## config.mk

```make
export PLATFORM = sky130hd
export DESIGN_NAME = btb_update_scheduler
export DESIGN_NICKNAME = d
export VERILOG_FILES = /design/src/rtl/btb_update_scheduler.sv
export SDC_FILE = /design/constraint.sdc
export NUM_CORES = 1
export LEC_CHECK = 0
export ABC_AREA = 1
export BUFFER_PORTS_ARGS = -buffer_cell sky130_fd_sc_hd__buf_2
export CELL_PAD_IN_SITES_DETAIL_PLACEMENT = 2
export CELL_PAD_IN_SITES_GLOBAL_PLACEMENT = 2
export CORE_MARGIN = 2
export CORE_UTILIZATION = 30
export DETAILED_ROUTE_END_ITERATION = 10
export PLACE_DENSITY_LB_ADDON = 0.2
export SYNTH_ARGS = -nofsm -noshare
export SYNTH_HDL_FRONTEND = slang
export SYNTH_SLANG_ARGS = --single-unit
```

## constraint.sdc

```tcl
create_clock -name clk -period 11.78 [get_ports clk]
set_clock_uncertainty 0.1 [all_clocks]
set_input_delay 2.356 -clock clk [delete_from_list [all_inputs] [get_ports clk]]
set_output_delay 2.356 -clock clk [all_outputs]
set_load 0.01 [all_outputs]
```

## src/rtl/btb_update_scheduler.sv

```systemverilog
// Schedules resolved-branch updates from two execute ports onto the single BTB update port,
// and runs a full-array invalidate walk on a predictor flush request.
module btb_update_scheduler #(
    parameter int unsigned DEPTH = 4,
    parameter int unsigned SETS  = 32,
    parameter int unsigned IDX_W = 5
) (
    input  logic             clk,
    input  logic             resetn,
    input  logic             req0_valid,
    output logic             req0_ready,
    input  logic [31:0]      req0_pc,
    input  logic [31:0]      req0_bta,
    input  logic [1:0]       req0_type,
    input  logic             req1_valid,
    output logic             req1_ready,
    input  logic [31:0]      req1_pc,
    input  logic [31:0]      req1_bta,
    input  logic [1:0]       req1_type,
    input  logic             inv_req,
    output logic             update_en,
    output logic [31:0]      update_pc,
    output logic [31:0]      update_BTA,
    output logic [1:0]       update_type,
    output logic             inv_en,
    output logic [IDX_W-1:0] inv_idx,
    output logic             busy,
    output logic [15:0]      upd_count
);

    localparam int unsigned PTR_W = $clog2(DEPTH);
    localparam int unsigned CNT_W = PTR_W + 1;
    localparam logic [CNT_W-1:0] CNT_LAST = CNT_W'(DEPTH - 1);
    localparam logic [IDX_W-1:0] IDX_LAST = IDX_W'(SETS - 1);

    localparam logic [1:0] S_IDLE = 2'd0;
    localparam logic [1:0] S_RUN  = 2'd1;
    localparam logic [1:0] S_WALK = 2'd2;

    typedef struct packed {
        logic [31:0] pc;
        logic [31:0] bta;
        logic [1:0]  kind;
    } entry_t;

    entry_t           mem [DEPTH];
    logic [PTR_W-1:0] head;
    logic [PTR_W-1:0] tail;
    logic [CNT_W-1:0] count;
    logic [CNT_W-1:0] count_nxt;
    logic [1:0]       state;
    logic [1:0]       state_nxt;
    logic             acc0;
    logic             acc1;
    logic             pop;
    logic             walk_last;

    // Ready is based on the registered occupancy only; port 1 sees port 0's slot first.
    assign req0_ready = (state != S_WALK) && (count <= CNT_LAST);
    assign acc0       = req0_valid && req0_ready;
    assign req1_ready = (state != S_WALK) && ((count + CNT_W'(acc0)) <= CNT_LAST);
    assign acc1       = req1_valid && req1_ready;

    always_ff @(posedge clk) begin
        if (!resetn) begin
            state <= S_IDLE;
        end else begin
            state <= state_nxt;
        end
    end

    always_comb begin
        state_nxt = state;
        count_nxt = count;
        pop       = 1'b0;
        walk_last = (inv_idx == IDX_LAST);
        if (inv_req) begin
            state_nxt = S_WALK;
            count_nxt = '0;
        end else begin
            case (state)
                S_WALK: begin
                    if (walk_last) begin
                        state_nxt = S_IDLE;
                    end
                end
                default: begin
                    pop       = (count != '0);
                    count_nxt = count + CNT_W'(acc0) + CNT_W'(acc1) - CNT_W'(pop);
                    state_nxt = (count_nxt == '0) ? S_IDLE : S_RUN;
                end
            endcase
        end
    end

    // Pointers and occupancy; a flush request drops everything queued, including same-cycle accepts.
    always_ff @(posedge clk) begin
        if (!resetn || inv_req) begin
            head  <= '0;
            tail  <= '0;
            count <= '0;
        end else begin
            head  <= head + PTR_W'(pop);
            tail  <= tail + PTR_W'(acc0) + PTR_W'(acc1);
            count <= count_nxt;
        end
    end

    always_ff @(posedge clk) begin
        if (acc0) begin
            mem[tail] <= '{pc: req0_pc, bta: req0_bta, kind: req0_type};
        end
        if (acc1) begin
            mem[tail + PTR_W'(acc0)] <= '{pc: req1_pc, bta: req1_bta, kind: req1_type};
        end
    end

    // upd_count advances on the same edge that raises update_en, so they are visible together.
    always_ff @(posedge clk) begin
        if (!resetn) begin
            update_en   <= 1'b0;
            update_pc   <= '0;
            update_BTA  <= '0;
            update_type <= '0;
            upd_count   <= '0;
        end else begin
            update_en <= pop;
            if (pop) begin
                update_pc   <= mem[head].pc;
                update_BTA  <= mem[head].bta;
                update_type <= mem[head].kind;
                if (upd_count != 16'hFFFF) begin
                    upd_count <= upd_count + 16'd1;
                end
            end
        end
    end

    always_ff @(posedge clk) begin
        if (!resetn) begin
            inv_en  <= 1'b0;
            inv_idx <= '0;
            busy    <= 1'b0;
        end else if (inv_req) begin
            inv_en  <= 1'b1;
            inv_idx <= '0;
            busy    <= 1'b1;
        end else if (state == S_WALK) begin
            if (walk_last) begin
                inv_en  <= 1'b0;
                inv_idx <= '0;
                busy    <= 1'b0;
            end else begin
                inv_idx <= inv_idx + IDX_W'(1);
            end
        end
    end

endmodule

```

==> results_dict.tcl <==
set metrics [dict create \
    status "complete, no violations" \
    drt-initial-drc-count 577 \
    fin_setup_tns_ns 0 \
    tightest_slew_ns 1.23 \
    cts_hold_buf 0 \
    crit_buf_inv 3 \
    path_cells "buf_2 > nor3b_1 > ha_1 > ha_1 > xor2_1 > inv_1 > ha_1 > nand2_1 > nor2_1 > nor3_4 > buf_2" \
    setup_viol_count_final 0 \
    ys_types 31 \
    fp.dieH_um 240 \
    grt_start_max_net_pins 107 \
    clockBufferDepth 3 \
    period_minus_slack_ns 7.33 \
    die-area_sq_um 57600 \
    hold_viol 0 \
    grt_usage_pct 19.9 \
    cts_root_buffer "clkbuf_16" \
    cts_tree "done" \
    gp_congestion 0.766 \
    row_count 86 \
    syn-cell-area_sq_um 16700 \
    design_area_sq_um 19800 \
    dr.pass1.iters 4 \
    clk_latency_ns 0.60 \
    vias 14200 \
    min_path_type "register to register" \
    drt-total-wl_um 57200 \
    timing.rr.end "mem[1][45]" \
    combPwrFrac_pct 24.1 \
    p_per_area_nw_per_um2 206 \
    detail-route-antenna-nets 0 \
    grt_first_pass_wirelength_um 88800 \
    final_cells 2852 \
    fmax_mhz 136 \
    syn2layout_area_growth_pct 18.7 \
    crit_path_end_kind "output port" \
    min_delay_path_depth 2 \
    crit_type "primary input to output port" \
    initial_core_util_pct 30.3 \
    antenna_found_initial 4 \
    post-place-cells 2769 \
    r2r_slack_ns 6.49 \
    port_buffers 228 \
    ys.flop_type "edfxtp_1" \
    syn_area_per_cell_sq_um 8.77 \
    dp.final_hpwl_um 35600 \
    sw_frac_of_total_pct 33.3 \
    fp.dieW_um 240 \
    async_flop_share_pct 0 \
    intPower_mw 2.73 \
    placedInstanceArea_sq_um 18400 \
    worstSetupStartpointType "primary input" \
    worst_r2r_path_depth 15 \
    whs_endpoint "busy" \
    rsz0062_at_grt "no" \
    layout.cells.most_common "o21ai_0" \
    final_cell_mix "o21ai_0, nor2_1, nand2_1, edfxtp_1, buf_2" \
    fill_cells 6223 \
    cts.sinks 362 \
    power_switching_mw 1.36 \
    grt_pass1_vias 15500 \
    numCtsBuffers 44 \
    critical_path.top_delay_family "simple AND/OR/NAND/NOR gates" \
    seqPwrFrac_pct 43.5 \
    required_ns 9.32 \
    arrival_ns 4.87 \
    seq_area_frac_synth_pct 59.2 \
    post_drt_wl_per_cell_um 20.0 \
    crit_top_cell "ha_1" \
    rr_startpoint "state[0]" \
    critPathMaxFanout 6 \
    ir_worst_vdd_mv 0.0949 \
    gr-total-overflow 0 \
    clk_pin_slew_worst_paths_ns 0.06 \
    io_pins 229 \
    syn_inst 1904 \
    clockPowerShare_pct 32.4 \
    synth_warnings 0 \
    cp_num_cells 11 \
    h-tree-depth 2 \
    drc_errors 0 \
    synth_edf_count 264 \
    utilization_pct 36.0 \
    cp_slowest_stage_delay_ns 0.50 \
    cts_setup_buffers 0 \
    coreArea_sq_um 55100 \
    fin_nets 2216 \
    ys_ff_latch 362 \
    via_per_inst 4.97 \
    cts_resized 0 \
    fin_crit_sh_pct 62.2 \
    p_leak_nw 8.09 \
    crit_slowest_cell "nor3_4" \
    hp-start "busy" \
    drive_above_1_share_pct 15.0 \
    slew_violations 0 \
    max_slew_margin_pct 18.3 \
    cap_violations 0 \
    syn_nets 2053 \
    holdWs_ns 0.390 \
]
-- state kept, by name, indices dropped and copies added (netlist names) --
register,count
update_BTA,32
tail,2
count,3
update_pc,32
mem,264
busy,1
update_type,2
state,2
upd_count,16
head,2
update_en,1
inv_idx,5
-- worst register-to-register path: stages, from the launching register on --
cell and delay [ns]:
dfxtp_1 0.31, inv_1 0.06, nand2_2 0.21, inv_2 0.13, nor3b_1 0.50, ha_1 0.29
ha_1 0.19, xor2_1 0.33, inv_1 0.09, ha_1 0.19, nand2_1 0.06, nor2_1 0.06
nor3_4 0.50, nand3_4 0.57, o21ai_4 0.54, buf_4 0.75
-- final cells by class --
| cell class | instances | area (sq um) | share of cell area, % |
|---|---|---|---|
| sequential | 362 | 9900 | 49.9 |
| multi-input combinational | 1318 | 5990 | 30.2 |
| timing repair buffer | 241 | 1240 | 6.26 |
| clock buffer | 55 | 1150 | 5.81 |
| tap | 748 | 936 | 4.72 |
| inverter | 100 | 378 | 1.91 |
| clock inverter | 27 | 231 | 1.17 |
| antenna | 1 | 2.50 | 0.0126 |
-- metal layers --
metal,track usage [%],vias up,part of all wire (%)
met2,35.5,221,50
met1,24.8,7095,44
met3,3.16,82,3.6
met4,5.91,4,2.4
li1,-,6760,-
met5,0,-,0.044
-- logic make-up after synthesis --
kind of cell | after synthesis | share of synthesized area, %
simple gates | 730 | 16.9
compound gates | 568 | 17.1
flops | 362 | 59.2
buf+inv | 224 | 5.42
fa+ha+maj | 12 | 0.944
xor+xnor | 8 | 0.419
-- cells in the mapped netlist, types with 4 or more instances --
| cell type | instances | area [sq um] |
|---|---|---|
| clkbuf_1 | 75 | 282 |
| xor2_1 | 4 | 35.0 |
| nand2_1 | 313 | 1170 |
| nand4_1 | 4 | 25.0 |
| buf_1 | 5 | 18.8 |
| o21ai_1 | 5 | 25.0 |
| nand3_1 | 18 | 90.1 |
| o21ai_0 | 539 | 2700 |
| buf_2 | 42 | 210 |
| a21oi_1 | 21 | 105 |
| xnor2_1 | 4 | 35.0 |
| dfxtp_1 | 98 | 1960 |
| nor2_1 | 383 | 1440 |
| nand3_2 | 4 | 40.0 |
| edfxtp_1 | 264 | 7930 |
| ha_1 | 11 | 138 |
| inv_1 | 98 | 368 |
-- through the flow --
step	total power, mW	setup slack [ns]
after floorplan	2.42	3.65
after global placement	2.77	4.51
final	4.09	4.45
after CTS	4.17	4.36
after detailed placement	2.82	4.37
after global routing	4.35	4.24
-- worst max-delay path by stage --
stage | startpoint | end | slack, ns
2_1_floorplan | req0_valid | mem[0][0] | 3.65
3_5_place_dp | req0_valid | req1_ready | 4.37
6_report | req0_valid | req1_ready | 4.45
4_1_cts | req0_valid | req1_ready | 4.36
3_3_place_gp | req0_valid | req1_ready | 4.51
5_1_grt | req0_valid | req1_ready | 4.24
-- power by group through the flow --
stage / clock (mW) / combinational (mW) / sequential [mW]
finish: 1.32 / 0.987 / 1.78
global route: 1.41 / 1.13 / 1.81
CTS: 1.36 / 1.02 / 1.79
detailed placement: 0 / 1.01 / 1.81
global placement: 0 / 0.969 / 1.80
floorplan: 0 / 0.585 / 1.84
Note: power is estimated with default switching activity, not from simulation.
